===== src/rtl/sap_control_sequencer.sv =====
// SAP-1 control unit: one-hot T-state ring plus opcode decoder driving the
// 12-bit control word, with run/step, latched halt, illegal flag, retire count.
module sap_control_sequencer #(
   parameter int OP_W = 4,
   parameter int T_STATES = 6,
   parameter int CNT_W = 8,
   parameter logic [OP_W-1:0] OP_LDA = OP_W'(0),
   parameter logic [OP_W-1:0] OP_ADD = OP_W'(1),
   parameter logic [OP_W-1:0] OP_SUB = OP_W'(2),
   parameter logic [OP_W-1:0] OP_OUT = OP_W'(14),
   parameter logic [OP_W-1:0] OP_HLT = OP_W'(15)
) (
   input  logic                clk,
   input  logic                rst,
   input  logic                run,
   input  logic                step,
   input  logic [OP_W-1:0]     op_code,
   output logic [T_STATES-1:0] t_state,
   output logic [11:0]         ctrl,
   output logic                halted,
   output logic                illegal,
   output logic [CNT_W-1:0]    instr_cnt
);

   localparam logic [11:0] C_CP = 12'h800;
   localparam logic [11:0] C_EP = 12'h400;
   localparam logic [11:0] C_LM = 12'h200;
   localparam logic [11:0] C_CE = 12'h100;
   localparam logic [11:0] C_LI = 12'h080;
   localparam logic [11:0] C_EI = 12'h040;
   localparam logic [11:0] C_LA = 12'h020;
   localparam logic [11:0] C_EA = 12'h010;
   localparam logic [11:0] C_SU = 12'h008;
   localparam logic [11:0] C_EU = 12'h004;
   localparam logic [11:0] C_LB = 12'h002;
   localparam logic [11:0] C_LO = 12'h001;

   logic [T_STATES-1:0] r_t_state;
   logic                r_halted;
   logic                r_illegal;
   logic [CNT_W-1:0]    r_cnt;

   logic        w_adv;
   logic        w_t4;
   logic        w_tlast;
   logic        w_is_lda;
   logic        w_is_add;
   logic        w_is_sub;
   logic        w_is_out;
   logic        w_is_hlt;
   logic        w_op_known;
   logic [11:0] w_ctrl;

   assign w_is_lda   = (op_code == OP_LDA);
   assign w_is_add   = (op_code == OP_ADD);
   assign w_is_sub   = (op_code == OP_SUB);
   assign w_is_out   = (op_code == OP_OUT);
   assign w_is_hlt   = (op_code == OP_HLT);
   assign w_op_known = w_is_lda | w_is_add | w_is_sub | w_is_out | w_is_hlt;

   assign w_adv   = ~r_halted & (run | step);
   assign w_t4    = r_t_state[3];
   assign w_tlast = r_t_state[T_STATES-1];

   // HLT at T4 latches regardless of run/step and freezes the ring in place.
   always_ff @(posedge clk) begin
      if (rst) begin
         r_t_state <= T_STATES'(1);
         r_halted  <= 1'b0;
         r_illegal <= 1'b0;
         r_cnt     <= '0;
      end else if (!r_halted) begin
         if (w_t4 && w_is_hlt) begin
            r_halted <= 1'b1;
         end else if (w_adv) begin
            r_t_state <= {r_t_state[T_STATES-2:0], r_t_state[T_STATES-1]};
            if (w_t4 && !w_op_known) r_illegal <= 1'b1;
            if (w_tlast) r_cnt <= r_cnt + CNT_W'(1);
         end
      end
   end

   always_comb begin
      w_ctrl = '0;
      if (!r_halted) begin
         unique case (1'b1)
            r_t_state[0]: w_ctrl = C_EP | C_LM;
            r_t_state[1]: w_ctrl = C_CP;
            r_t_state[2]: w_ctrl = C_CE | C_LI;
            r_t_state[3]: begin
               if (w_is_lda | w_is_add | w_is_sub)
                  w_ctrl = C_EI | C_LM;
               else if (w_is_out)
                  w_ctrl = C_EA | C_LO;
            end
            r_t_state[4]: begin
               if (w_is_lda)
                  w_ctrl = C_CE | C_LA;
               else if (w_is_add | w_is_sub)
                  w_ctrl = C_CE | C_LB;
            end
            r_t_state[5]: begin
               if (w_is_add)
                  w_ctrl = C_EU | C_LA;
               else if (w_is_sub)
                  w_ctrl = C_SU | C_EU | C_LA;
            end
            default: w_ctrl = '0;
         endcase
      end
   end

   assign t_state   = r_t_state;
   assign ctrl      = w_ctrl;
   assign halted    = r_halted;
   assign illegal   = r_illegal;
   assign instr_cnt = r_cnt;

endmodule

===== config.mk =====
export PLATFORM = sky130hd
export DESIGN_NAME = sap_control_sequencer
export DESIGN_NICKNAME = d
export VERILOG_FILES = /design/src/rtl/sap_control_sequencer.sv
export SDC_FILE = /design/constraint.sdc
export NUM_CORES = 1
export LEC_CHECK = 0
export ABC_AREA = 0
export ABC_CLOCK_PERIOD_IN_PS = 1400
export CAP_MARGIN = 30
export CORE_MARGIN = 2
export CORE_UTILIZATION = 53
export DETAILED_ROUTE_END_ITERATION = 16
export DONT_BUFFER_PORTS = 1
export GPL_ROUTABILITY_DRIVEN = 0
export PLACE_DENSITY = 0.73
export SYNTH_ARGS = -nofsm -noshare
export SYNTH_HDL_FRONTEND = slang
export SYNTH_SLANG_ARGS = --single-unit

===== constraint.sdc =====
create_clock -name clk -period 1.4 [get_ports clk]
set_input_delay 0.21 -clock clk [delete_from_list [all_inputs] [get_ports clk]]
set_output_delay 0.21 -clock clk [all_outputs]
set_load 0.01 [all_outputs]

==> summary.md, run 1 <==
| Metric | Value |
|---|---|
| Number of global-route vias before repair | `750` |
| Final period util | `108.1%` |
| Die Footprint | `approximately 1900 um2` |
| Area growth syn-to-layout | `26.72%` |
| Hold-critical path depth | `1` |
| # rows | `14` |
| Cell variety after synth | `39` |
| Synth Warn # | `0` |
| Crit Path Max Fanout | `5` |
| CTS buffer count | `3` |
| Commonest non-fill, non-tap cells in the layout | `dfxtp_1, nor2_1, buf_4, a21oi_1` |
| Die width | `between 40 and 50 um` |
| Grt ovf | `0` |
| Worst EP required | `between 1000 and 1500 ps` |
| Combinational Power Share | `a little over a tenth` |
| Final Max Slew Viols | `0` |
| Final Hold Viols | `0` |
| Worst path slowest cell | `dfxtp_4` |
| DP HPWL | `1.411 mm` |
| Hold_ws | `28.78 ps` |
| Crit path cell chain | `buf_6 > and2b_2 > or2_4` |
| Worst R2R Path Depth | `4` |
| Global routing usage on met2 | `between 30% and 40%` |
| NetSw | `0.2163 mW` |
| Clk buf depth | `2` |
| Layout cells sized above 1 | `30.91%` |
| Global Route met1 Usage | `23.90%` |
| Average wire per standard cell | `about 16 um` |
| Routed Antenna Nets | `0` |
| Max Fclk | `about 0.66 GHz` |
| Worst r2r src | `halted$_SDFF_PP0_` |
| CTS tree | `done` |
| Clk_skew | `about 1.4 ps` |
| Non-filler cells, final | `~130` |
| First-pass GRT wire length | `around 3.1 mm` |
| Worst skew pair latency | `290 ps` |
| Flop-to-flop setup slack | `about 50 ps` |
| Nets | `between 100 and 150` |
| Worst VDD drop | `between 600 and 700 uV` |
| Initial DRT Pass Iterations | `4` |
| Mapped cell area | `~840 um2` |
| Most common cell after layout, fill and taps aside | `dfxtp_1` |
| Largest net degree at the start of global routing | `15` |
| CP top delay family | `simple AND/OR/NAND/NOR gates` |
| M3 GR Usage | `between 4 and 5%` |
| CTS H-tree lvls | `1` |
| Syn nets | `about 110` |
| Crit path capture | `ctrl[9]` |
| Setup WS pre-CTS | `27.67 ps` |
| Critical Path AT | `roughly 1300 ps` |
| Worst Tran Pin Value | `about 530 ps` |
| Ranking of synthesized cells by area | `dfxtp_1, a21oi_1, nor2_1` |
| Clock Sinks | `16` |
| Critical Path Start Type | `flop` |
| Syn avg cell area | `8.468 um2` |
| GRT Util Overall | `between 20% and 30%` |
| Cell Int Power | `0.6665 mW` |
| HP Class | `in2reg` |
| RSZ-0062 raised after global routing | `yes` |
| # port buffers | `0` |
| GR peak layer | `met2` |
| Top-area cell type share of the netlist area | `approximately two fifths` |
| Root Driver | `clkbuf_4` |
| Die H | `approximately 44 um` |
| Clock power frac | `35.1%` |
| Crit path time final | `about 1500 ps` |
| Placeable Area | `about 1500 um2` |
| Final Worst Setup Slack | `-113.5 ps` |
| Crit path kind | `reg2out` |
| Pleak | `between 0.4 and 0.5 nW` |
| Sequential power share | `between 50 and 60%` |
| Initial Util | `56.30%` |
| Gate count after technology mapping | `just under 100` |
| Sequential share of the synthesized area | `38.21%` |
| Critical path launch point | `halted$_SDFF_PP0_` |
| Filler Cell Count | `between 100 and 150` |
| Drc violations | `0` |
| Sw frac | `between 20% and 30%` |
| Vias per std cell | `about 6.1` |
| Via count | `between 700 and 800` |
| Initial antenna violation count | `0` |
| Cell accounting for the most synthesized area | `dfxtp_1` |
| Diodes inserted | `0` |
| PwrDens | `between 800 and 900 nW/um2` |
| Detailed Route WL | `2.068 mm` |
| Synth Register Bits | `16` |
| I/O Pins | `36` |
| Run status | `finished, violations left` |
| Critical path depth | `3` |
| Highest cell delay on the worst timing path | `400 ps` |
| Clock transition at path regs | `~100 ps` |
| Max_slew headroom | `~64%` |
| Max Cap Violations | `0` |
| Setup crit end kind | `output port` |
| CP bufs+invs | `1` |
| RR Endpoint | `instr_cnt[5]$_SDFFE_PP0P_` |
| Failing checks | `setup timing` |
| Dpl cells | `120` |
| Setup violations, final | `5` |
| DR iter-0 viols | `1` |
## cell families (layout without fill, tap and decap cells)
group / Yosys count / after routing / share of synthesized area (%)
multiplexers: 4 / 4 / 4.776
flip-flops: 16 / 16 / 38.21
adder cells (fa/ha/maj): 1 / 1 / 1.492
buffers and inverters: 10 / 21 / 6.415
AO/OA/AOI/OAI: 24 / 24 / 19.40
XOR/XNOR: 2 / 2 / 2.090
AND/OR/NAND/NOR: 42 / 42 / 27.61
## worst min-delay path by stage
stage / start / endpoint / slack, ps
after global placement: rst / instr_cnt[5]$_SDFFE_PP0P_ / 280
final: rst / t_state[0]$_SDFFE_PP1P_ / 30
after detailed placement: rst / instr_cnt[4]$_SDFFE_PP0P_ / 280
after global routing: rst / t_state[0]$_SDFFE_PP1P_ / 40
after floorplan: op_code[3] / ctrl[6] / 460
after CTS: rst / t_state[0]$_SDFFE_PP1P_ / 30
## state kept, by name, indices dropped and copies added, names as in the netlist
signal / flops
instr_cnt: 8
halted: 1
illegal: 1
t_state: 6
## Yosys cell counts
cell type,instances
o21bai_1,1
a31oi_1,2
nand2b_1,2
nor3_1,2
buf_4,2
or2_2,1
and4b_1,1
and2b_1,3
nand2_1,4
or3_1,3
nand3b_1,1
o211ai_2,1
clkbuf_1,1
nor2b_1,1
buf_2,1
inv_1,4
a22oi_1,1
o21ba_4,1
nor4bb_1,1
nor2_1,11
and3_1,2
buf_1,1
o31ai_1,1
mux2i_1,4
a21oi_1,9
a31o_2,1
and2_1,2
o21a_1,1
or4_1,1
buf_6,1
nand4_1,2
a211oi_1,2
dfxtp_1,16
xor2_1,2
ha_1,1
a21o_1,1
nand3_1,4
o21ai_0,3
nor4_1,1
## power by group through the flow
stage / sequential (mW) / clock, mW / combinational, mW
after floorplan: 0.486 / 0 / 0.0647
after CTS: 0.475 / 0.309 / 0.0839
after global routing: 0.477 / 0.322 / 0.105
after global placement: 0.487 / 0 / 0.0685
final: 0.476 / 0.310 / 0.0969
after detailed placement: 0.487 / 0 / 0.0702
## repair_timing
item,4_1_cts,5_1_grt
hold buffers,1,0
setup buffers,0,1
gates resized for setup,10,11
pin swaps,2,2
hold endpoints to repair,14,0
endpoints found under the setup margin,9,16
## area by class of cell
cell class	count	area, um2	share of cell area (%)
multi-input cells	73	556.8	52.41
clock buffers	4	36.28	3.416
flip-flops and latches	16	326.6	30.74
repair buffers	13	107.6	10.13
inverters	4	15.01	1.413
well taps	16	20.02	1.885
## metrics by stage
| step | util, % | setup TNS (ps) | instance area (um2) | power (mW) |
|---|---|---|---|---|
| 6_report | 71.34 | -334.2 | 1062 | 0.8829 |
| 5_1_grt | 71.34 | -697.3 | 1062 | 0.9038 |
| 4_1_cts | 67.14 | -362.2 | 999.7 | 0.8681 |
| 3_5_place_dp | 61.43 | 0 | 914.6 | 0.5576 |
| 3_3_place_gp | 61.43 | 0 | 914.6 | 0.5553 |
| 2_1_floorplan | - | 0 | 850.8 | 0.5511 |
## per-layer routing
metal  vias to the layer above  wire length, um
li1                        374                -
met1                       367              790
met2                        26             1125
met3                         4              116
met4                         0               36
met5                         -                0
No activity file was read; power rests on OpenSTA's default activity.
==> run 2: changes to the inputs <==
--- a/config.mk
+++ b/config.mk
@@ -6,14 +6,14 @@
 export NUM_CORES = 1
 export LEC_CHECK = 0
 export ABC_AREA = 0
-export ABC_CLOCK_PERIOD_IN_PS = 1400
+export ABC_CLOCK_PERIOD_IN_PS = 1500
 export CAP_MARGIN = 30
 export CORE_MARGIN = 2
-export CORE_UTILIZATION = 53
+export CORE_UTILIZATION = 59
 export DETAILED_ROUTE_END_ITERATION = 16
 export DONT_BUFFER_PORTS = 1
 export GPL_ROUTABILITY_DRIVEN = 0
-export PLACE_DENSITY = 0.73
+export PLACE_DENSITY = 0.77
 export SYNTH_ARGS = -nofsm -noshare
 export SYNTH_HDL_FRONTEND = slang
 export SYNTH_SLANG_ARGS = --single-unit
==> constraint.sdc (replaced) <==
create_clock -name clk -period 1.5 [get_ports clk]
set_input_delay 0.225 -clock clk [delete_from_list [all_inputs] [get_ports clk]]
set_output_delay 0.225 -clock clk [all_outputs]
set_load 0.01 [all_outputs]
==> run 2 against run 1 <==
Effect of this change:
- the run still ends with setup timing left
- register-to-register slack got worse by 20 ps
- wire length rose by 14%
- global-route usage rose by 4.4 points
- first-iteration DRC count rose to 21 times the previous value
- worst hold slack improved by 6.8 ps
- critical endpoint is now ctrl[4]
- critical path type unchanged
- die area fell by 9.3%
- total power fell by 7.0%
==> summary.md, run 2 (synthesis results as in run 1) <==
| Metric | Value |
|---|---|
| Placed cell areas | `899.6 um2 (was 914.6 um2)` |
| Vias per std cell | `6.437 (was 6.119)` |
| HP Class | `in2reg (unchanged)` |
| WL met3 | `235 um (was 116 um)` |
| Average wire per standard cell | `18.74 um (was 16.41 um)` |
| Final period util | `105.9%` |
| Crit Path Max Fanout | `5 (unchanged)` |
| Clock power frac | `35.2% (was 35.1%)` |
| Worst Tran Pin Value | `544.2 ps (was 533.1 ps)` |
| CTS H-tree lvls | `1 (unchanged)` |
| Sequential power share | `54.3% (was 53.9%)` |
| GRT Util Overall | `26.55% (was 22.15%)` |
| Clock Sinks | `16 (unchanged)` |
| Run status | `finished, violations left (unchanged)` |
| PwrDens | `788.5 nW/um2 (was 831.1 nW/um2)` |
| Hold-critical path depth | `1 (unchanged)` |
| First-pass GRT wire length | `3.484 mm (was 3.132 mm)` |
| Total power | `0.8208 mW (was 0.8829 mW)` |
| Non-filler cells, final | `126 (unchanged)` |
| Max layer used | `met4 (unchanged)` |
| Initial antenna violation count | `0 (unchanged)` |
| Clk_skew | `7.431 ps (was 1.369 ps)` |
| Filler Cell Count | `92 (was 117)` |
| NetSw | `0.2029 mW (was 0.2163 mW)` |
| Drc violations | `0 (unchanged)` |
| Crit path time final | `1589 ps` |
| WL met1 | `892 um (was 790 um)` |
| Max Cap Violations | `0 (unchanged)` |
| Metal2 WL | `1.194 mm (was 1.125 mm)` |
| Worst EP required | `1270 ps (was 1190 ps)` |
| Max Fclk | `between 0.6 and 0.7 GHz` |
| Die H | `41.70 um (was 43.77 um)` |
| Pleak | `0.4007 nW (was 0.4055 nW)` |
| # port buffers | `0 (unchanged)` |
| CTS tree | `done (unchanged)` |
| Clock transition at path regs | `80 ps (was 100 ps)` |
| Design area | `1041 um2 (was 1062 um2)` |
| Hold_ws | `35.56 ps (was 28.78 ps)` |
| Number of global-route vias before repair | `733 (was 750)` |
| Final Max Slew Viols | `0 (unchanged)` |
| I/O Pins | `36 (unchanged)` |
| Die width | `41.70 um (was 43.77 um)` |
| Critical Path AT | `1360 ps (was 1300 ps)` |
| Layout cells sized above 1 | `29.73% (was 30.91%)` |
| # rows | `13 (was 14)` |
| Final Hold Viols | `0 (unchanged)` |
| CTS buffer count | `3 (unchanged)` |
| RSZ-0062 raised after global routing | `yes (unchanged)` |
| Largest net degree at the start of global routing | `15 (unchanged)` |
| Setup crit end kind | `output port (unchanged)` |
| Failing checks | `setup timing (unchanged)` |
| DR iter-0 viols | `21 (was 1)` |
| Sw frac | `24.71% (was 24.50%)` |
| Most common cell after layout, fill and taps aside | `dfxtp_1 (unchanged)` |
| Final Worst Setup Slack | `-88.60 ps (was -113.5 ps)` |
| Worst R2R Path Depth | `5 (was 4)` |
| Final Core Density | `79.01% (was 71.34%)` |
| Initial Util | `63.63% (was 56.30%)` |
| Placeable Area | `1318 um2 (was 1489 um2)` |
| Dpl cells | `118 (was 120)` |
| Detailed Route WL | `2.361 mm (was 2.068 mm)` |
| Setup WS pre-CTS | `96.30 ps (was 27.67 ps)` |
| Largest register FFs | `8 (unchanged)` |
| Max_slew headroom | `63.60% (was 64.34%)` |
| Die Footprint | `1738 um2 (was 1916 um2)` |
| Combinational Power Share | `10.6% (was 11.0%)` |
| Grt ovf | `0 (unchanged)` |
| Worst skew pair latency | `300 ps (was 290 ps)` |
| Clk buf depth | `2 (unchanged)` |
| Critical Path Start Type | `flop (unchanged)` |
| Crit path kind | `reg2out (unchanged)` |
| Setup violations, final | `5 (unchanged)` |
| Routed Antenna Nets | `0 (unchanged)` |
| Via count | `811 (was 771)` |
| Nets | `121 (was 120)` |
| Diodes inserted | `0 (unchanged)` |
| Initial DRT Pass Iterations | `4 (unchanged)` |
| Root Driver | `clkbuf_4 (unchanged)` |
| TNS Setup | `-314.5 ps (was -334.2 ps)` |
| DP HPWL | `1.456 mm (was 1.411 mm)` |
| Commonest non-fill, non-tap cells in the layout | `dfxtp_1, nor2_1, buf_4, a21oi_1 (unchanged)` |
| Worst VDD drop | `847.2 uV (was 690.2 uV)` |
| Area growth syn-to-layout | `24.18% (was 26.72%)` |
| Cell Int Power | `0.6180 mW (was 0.6665 mW)` |
==> run 2: changes by cell type in the layout (fill, tap and decap cells not counted), sizes merged <==
cell | before | now
o211ai | 1 | 2
==> run 2: routing by layer <==
metal	vias up	track usage [%]
met1	380	31.78
met4	0	7.742
met3	6	12.17
met2	45	42.50
met5	-	0
li1	380	-
==> run 2: what timing repair did <==
item | in CTS | in global routing
buffers inserted | 1 | 1
hold buffers | 1 | 0
gates resized for setup | 4 | 12
setup endpoints to repair | 9 | 13
pin swaps | 1 | 1
endpoints found under the hold margin | 14 | 0
cloned | 0 | 1
==> run 2: worst paths after layout <==
check                                           from                        end  slack, ps
worst max-delay path               halted$_SDFF_PP0_                    ctrl[4]        -90
worst max register to register     halted$_SDFF_PP0_  instr_cnt[5]$_SDFFE_PP0P_         30
worst min register to register  illegal$_SDFFE_PP0P_       illegal$_SDFFE_PP0P_        560
worst min-delay path                             rst    t_state[0]$_SDFFE_PP1P_         40
==> run 2: power groups by stage <==
stage / registers [mW] / clock network [mW] / logic [mW]
2_1_floorplan: 0.454 / 0 / 0.0599
4_1_cts: 0.447 / 0.290 / 0.0758
3_5_place_dp: 0.456 / 0 / 0.0650
5_1_grt: 0.447 / 0.310 / 0.0935
3_3_place_gp: 0.455 / 0 / 0.0625
6_report: 0.445 / 0.289 / 0.0868
==> run 2: layout make-up <==
| cell class | count | area [um2] | share of cell area, % |
|---|---|---|---|
| well taps | 15 | 18.77 | 1.803 |
| repair buffers | 13 | 107.6 | 10.34 |
| flip-flops and latches | 16 | 326.6 | 31.37 |
| multi-input cells | 74 | 536.8 | 51.56 |
| inverters | 4 | 15.01 | 1.442 |
| clock buffers | 4 | 36.28 | 3.486 |
==> run 2: critical path: stages, from the launching register on <==
cell and delay [ps]:
dfxtp_4 370, buf_6 130, nand2b_4 140, nor4bb_2 250, buf_4 180
